## src/rtl/uart_tx_serializer.sv

```systemverilog
// uart_tx_serializer: UART transmitter, bit timing from rising edges of a 16x baud_clk.
// Define UART_TX_PARITY_EN to insert an even-parity bit after the data bits.
module uart_tx_serializer #(
    parameter int DATA_BITS  = 8,
    parameter int OVERSAMPLE = 16,
    parameter int STOP_BITS  = 1
) (
    input  logic                 clk,
    input  logic                 rst_n,
    input  logic                 baud_clk,
    input  logic [DATA_BITS-1:0] tx_data,
    input  logic                 tx_valid,
    output logic                 tx_ready,
    output logic                 txd,
    output logic                 tx_busy,
    output logic                 tx_done
);
    localparam int TW = $clog2(OVERSAMPLE);
`ifdef UART_TX_PARITY_EN
    typedef enum logic [2:0] {IDLE, START, DATA, PARITY, STOP} state_t;
`else
    typedef enum logic [1:0] {IDLE, START, DATA, STOP} state_t;
`endif
    state_t               state_q, state_d;
    logic [TW-1:0]        tick_cnt_q, tick_cnt_d;
    logic [3:0]           bit_cnt_q, bit_cnt_d;
    logic [DATA_BITS-1:0] shift_q, shift_d;
    logic                 baud_q, txd_q, txd_d, ready_q, busy_q, done_q, done_d;
    logic                 tick, accept, wrap;
`ifdef UART_TX_PARITY_EN
    logic                 par_q, par_d;
`endif

    assign tick     = baud_clk & ~baud_q;
    assign accept   = tx_valid & ready_q;
    assign wrap     = tick && tick_cnt_q == TW'(OVERSAMPLE - 1);
    assign tx_ready = ready_q;
    assign tx_busy  = busy_q;
    assign tx_done  = done_q;
    assign txd      = txd_q;

    always_comb begin
        state_d    = state_q;
        tick_cnt_d = tick_cnt_q;
        bit_cnt_d  = bit_cnt_q;
        shift_d    = shift_q;
        done_d     = 1'b0;
`ifdef UART_TX_PARITY_EN
        par_d      = par_q;
`endif
        if (state_q != IDLE && tick)
            tick_cnt_d = wrap ? '0 : tick_cnt_q + 1'b1;
        case (state_q)
            IDLE: if (accept) begin
                state_d    = START;
                tick_cnt_d = '0;
                bit_cnt_d  = '0;
                shift_d    = tx_data;
`ifdef UART_TX_PARITY_EN
                par_d      = ^tx_data;
`endif
            end
            START: if (wrap) state_d = DATA;
            DATA: if (wrap) begin
                shift_d   = shift_q >> 1;
                bit_cnt_d = bit_cnt_q + 1'b1;
                if (bit_cnt_q == 4'(DATA_BITS - 1)) begin
                    bit_cnt_d = '0;
`ifdef UART_TX_PARITY_EN
                    state_d   = PARITY;
`else
                    state_d   = STOP;
`endif
                end
            end
`ifdef UART_TX_PARITY_EN
            PARITY: if (wrap) state_d = STOP;
`endif
            STOP: if (wrap) begin
                bit_cnt_d = bit_cnt_q + 1'b1;
                if (bit_cnt_q == 4'(STOP_BITS - 1)) begin
                    state_d = IDLE;
                    done_d  = 1'b1;
                end
            end
            default: state_d = IDLE;
        endcase
        // txd is registered from the next state so reset and transitions never glitch the line
        txd_d = (state_d == START) ? 1'b0 : (state_d == DATA) ? shift_d[0] : 1'b1;
`ifdef UART_TX_PARITY_EN
        if (state_d == PARITY) txd_d = par_d;
`endif
    end

    always_ff @(posedge clk or negedge rst_n) begin
        if (!rst_n) begin
            state_q    <= IDLE;
            tick_cnt_q <= '0;
            bit_cnt_q  <= '0;
            shift_q    <= '0;
            baud_q     <= 1'b0;
            txd_q      <= 1'b1;
            ready_q    <= 1'b1;
            busy_q     <= 1'b0;
            done_q     <= 1'b0;
`ifdef UART_TX_PARITY_EN
            par_q      <= 1'b0;
`endif
        end else begin
            state_q    <= state_d;
            tick_cnt_q <= tick_cnt_d;
            bit_cnt_q  <= bit_cnt_d;
            shift_q    <= shift_d;
            baud_q     <= baud_clk;
            txd_q      <= txd_d;
            ready_q    <= state_d == IDLE;
            busy_q     <= state_d != IDLE;
            done_q     <= done_d;
`ifdef UART_TX_PARITY_EN
            par_q      <= par_d;
`endif
        end
    end
endmodule

```

## config.mk

```make
export PLATFORM = sky130hd
export DESIGN_NAME = uart_tx_serializer
export DESIGN_NICKNAME = d
export VERILOG_FILES = /design/src/rtl/uart_tx_serializer.sv
export SDC_FILE = /design/constraint.sdc
export NUM_CORES = 1
export LEC_CHECK = 0
export BUFFER_PORTS_ARGS = -buffer_cell sky130_fd_sc_hd__clkbuf_2
export CAP_MARGIN = 25
export CORE_MARGIN = 2
export CORE_UTILIZATION = 56
export CTS_CLUSTER_DIAMETER = 100
export DETAILED_ROUTE_END_ITERATION = 8
export GPL_ROUTABILITY_DRIVEN = 0
export GPL_TIMING_DRIVEN = 1
export MAX_ROUTING_LAYER = met4
export PLACE_DENSITY = 0.78
export SKIP_CTS_REPAIR_TIMING = 1
export SYNTH_ARGS = -nofsm -noshare
export SYNTH_HDL_FRONTEND = slang
export SYNTH_SLANG_ARGS = --single-unit
```

## constraint.sdc

```tcl
create_clock -name clk -period 2.4 [get_ports clk]
set_clock_uncertainty 0.15 [all_clocks]
set_input_delay 0.48 -clock clk [delete_from_list [all_inputs] [get_ports clk]]
set_output_delay 0.48 -clock clk [all_outputs]
set_load 0.02 [all_outputs]
```

==> results.py <==
metrics = {
    "sta": {
        "period_needed_ps": 2070,
        "tightest_slew_ps": 591,
        "min_period_over_period": 0.864,
        "slew_violations": 0,
        "whs_ps": -18.1,
        "relSlewSlack": 0.605,
        "setup_violations": 0,
        "setup_tns_ps": 0,
        "hold_viol_final": 21,
        "max_freq_ghz": 0.482,
        "rsz0062_at_grt": "no",
    },
    "pwr": {
        "finalPower_uw": 1290,
        "power.sequential.fraction": 0.478,
        "p_comb_frac": 0.384,
        "ir_worst_vdd_mv": 0.696,
        "intPower_uw": 791,
        "clkPwrFrac": 0.138,
        "power.switching_uw": 501,
        "p_per_area_mw_per_mm2": 960,
        "power_leakage_uw": 0.000605,
        "switching_share": 0.388,
    },
    "route": {
        "num_vias": 982,
        "drt_wl_total_um": 2300,
        "drc": 0,
        "wire_per_inst_um": 13.2,
        "drt.antenna.violating_nets": 0,
        "drtPass1Iterations": 4,
        "detail_route.vias_per_cell": 5.64,
        "drtIter0Drc": 10,
    },
    "clocking": {
        "cts_tree": "yes",
        "clockRootBuffer": "clkbuf_4",
        "cts_buffer_depth": 2,
        "clk_latency_ps": 310,
        "cts.sinks": 23,
        "ctsHtreeMaxLevel": 1,
        "path_clk_slew_ps": 120,
        "cts-buffers-inserted": 3,
    },
    "global_routing": {
        "grt_util_all_layers": 0.211,
        "grt_pass1_vias": 892,
        "grt_pass1_wl_um": 3930,
        "grt-ovfl-total": 0,
        "grt_max_degree": 24,
        "antenna_found_initial": 0,
    },
    "placed_design": {
        "dp_hpwl_um": 1720,
        "place_inst": 170,
        "port_buffers": 15,
        "post_dp_cell_area_mm2": 0.00132,
    },
    "yosys": {
        "syn_avg_cell_area_um2": 9.31,
        "ys_ff_latch": 23,
        "syn-num-nets": 151,
        "post_synth_num_cell_types": 34,
        "synthFlopType": "dfrtp_1",
        "yosysMostFrequentCell": "dfrtp_1",
        "async_flop_share": 1.00,
        "ys_top_cells_by_count": "21 x dfrtp_1, 14 x nor2_1, 13 x a21oi_1",
        "yosys-top-cells-area": "dfrtp_1 43%, ha_1 7.1%, a21oi_1 5.3%, dfstp_2 4.3%, nor2_1 4.3%",
        "synth_edf_count": 0,
        "synth_cells": 132,
        "synth.yosys.warnings": 0,
        "synth_top_area_cell": "dfrtp_1",
        "synth_top_area_frac": 0.428,
        "seq_area_frac_synth": 0.470,
        "synth_area_mm2": 0.00123,
    },
    "worst_setup_path": {
        "critPathMaxStageDelay_ps": 470,
        "critPathBufInv": 1,
        "cp_common_cell": "a21oi_1",
        "cp-start-kind": "flip-flop",
        "path_delay_family": "compound AO/OA/AOI/OAI gates",
        "crit_path_top_delay_cell": "dfrtp_1",
        "end_kind": "flip-flop",
        "critical_path_required_ps": 2450,
        "worstPathMaxFanout": 10,
        "worstPathCellList": "inv_1 -> ha_1 -> a21boi_1 -> a21oi_1 -> o21a_1 -> a21oi_1 -> o22ai_1",
        "cp.arrival_ps": 2130,
        "crit_type": "reg2reg",
    },
    "floorplan": {
        "io-pin-count": 16,
        "rows": 16,
        "die_y_um": 50.8,
        "die_w_um": 50.8,
        "core_mm2": 0.00202,
        "die_area_mm2": 0.00258,
        "start_util": 0.608,
    },
    "hold_path": {
        "holdCritPathClass": "in2async",
    },
    "cells_and_area": {
        "area_delta_synth_final_pct": 9.47,
        "drive_gt1_frac": 0.163,
        "fin_cells": 174,
        "final_nets": 167,
        "regArea_um2": 578,
        "antenna_cells": 0,
        "fill_cells": 173,
        "multi_input_area_um2": 598,
        "design_area_mm2": 0.00135,
    },
    "run_status": {
        "status": "complete, but fails checks",
        "violations": "hold timing",
    },
    "flow_run": {
        "drv_cap": 0,
    },
}
==> worst paths after layout <==
path | end | slack (ps) | from | depth (start not counted)
worst max-delay path | bit_cnt_q[2]$_DFFE_PN0P_ | 330 | state_q[1]$_DFF_PN0_ | 7
max in group asynchronous | txd$_DFF_PN1_ | 1740 | rst_n | 1
worst min register to register | shift_q[4]$_DFFE_PN0P_ | 390 | shift_q[4]$_DFFE_PN0P_ | 2
worst max register to register | bit_cnt_q[2]$_DFFE_PN0P_ | 330 | state_q[1]$_DFF_PN0_ | 7
min in group clk | baud_q$_DFF_PN0_ | 140 | baud_clk | 1
worst min-delay path | tick_cnt_q[2]$_DFF_PN0_ | -20 | rst_n | 1
==> sequential cells by signal (all words and copies together) (netlist names) <==
name / flops
tx_busy: 1
txd: 1
tick_cnt_q: 4
shift_q: 8
state_q: 2
bit_cnt_q: 4
tx_done: 1
baud_q: 1
tx_ready: 1
==> stage by stage <==
step / util / setup slack (ps)
final: 0.665 / 326
after global routing: 0.665 / 160
after global placement: 0.652 / 456
after detailed placement: 0.652 / 386
after CTS: 0.665 / 352
after floorplan: - / 576
==> power by group through the flow <==
stage	clock (uW)	combinational, uW	sequential (uW)
5_1_grt	199	557	636
6_report	178	496	618
3_3_place_gp	0	477	619
3_5_place_dp	0	497	623
4_1_cts	183	498	617
2_1_floorplan	0	361	639
==> layer usage <==
layer | track usage | part of all wire
met5 | - | 0
met4 | 0.0811 | 0.017
met3 | 0.0351 | 0.028
met2 | 0.331 | 0.48
met1 | 0.278 | 0.48
==> cell usage in the layout (no fill, tap or decap), types with 2 or more instances in the layout <==
cell | netlist | layout
nand3_1 | 5 | 5
nand3b_1 | 3 | 3
nand2_1 | 11 | 11
nand2b_1 | 4 | 4
o32ai_1 | 2 | 2
ha_1 | 7 | 7
nor3_1 | 3 | 3
o21ai_0 | 7 | 7
mux2i_1 | 2 | 2
clkbuf_2 | 0 | 15
inv_1 | 9 | 9
dfrtp_1 | 21 | 21
dfstp_2 | 2 | 2
and3_1 | 2 | 2
nor2_1 | 14 | 14
a21oi_1 | 13 | 13
a22oi_1 | 6 | 6
clkbuf_4 | 0 | 3
nor2b_1 | 2 | 2
==> cells by family (layout without fill, tap and decap cells) <==
group	Yosys count	in the layout	share of synthesized area
compound gates	37	37	0.191
xor+xnor	1	1	0.00713
fa+ha+maj	7	7	0.0713
buf+inv	13	28	0.0428
flops	23	23	0.470
mux	2	2	0.0163
simple gates	49	49	0.201
==> cell type report <==
cell class,count,share of cell area
inverter,9,0.0251
timing repair buffer,15,0.0558
sequential,23,0.430
multi-input combinational,96,0.445
clock buffer,4,0.0195
tap,27,0.0251
==> worst reg2reg max path, cell delays in order (launching register included) <==
cell,delay [ps]
dfrtp_1,470
inv_1,110
ha_1,320
a21boi_1,370
a21oi_1,80
o21a_1,210
a21oi_1,180
o22ai_1,100
No activity file was read; power rests on OpenSTA's default activity.
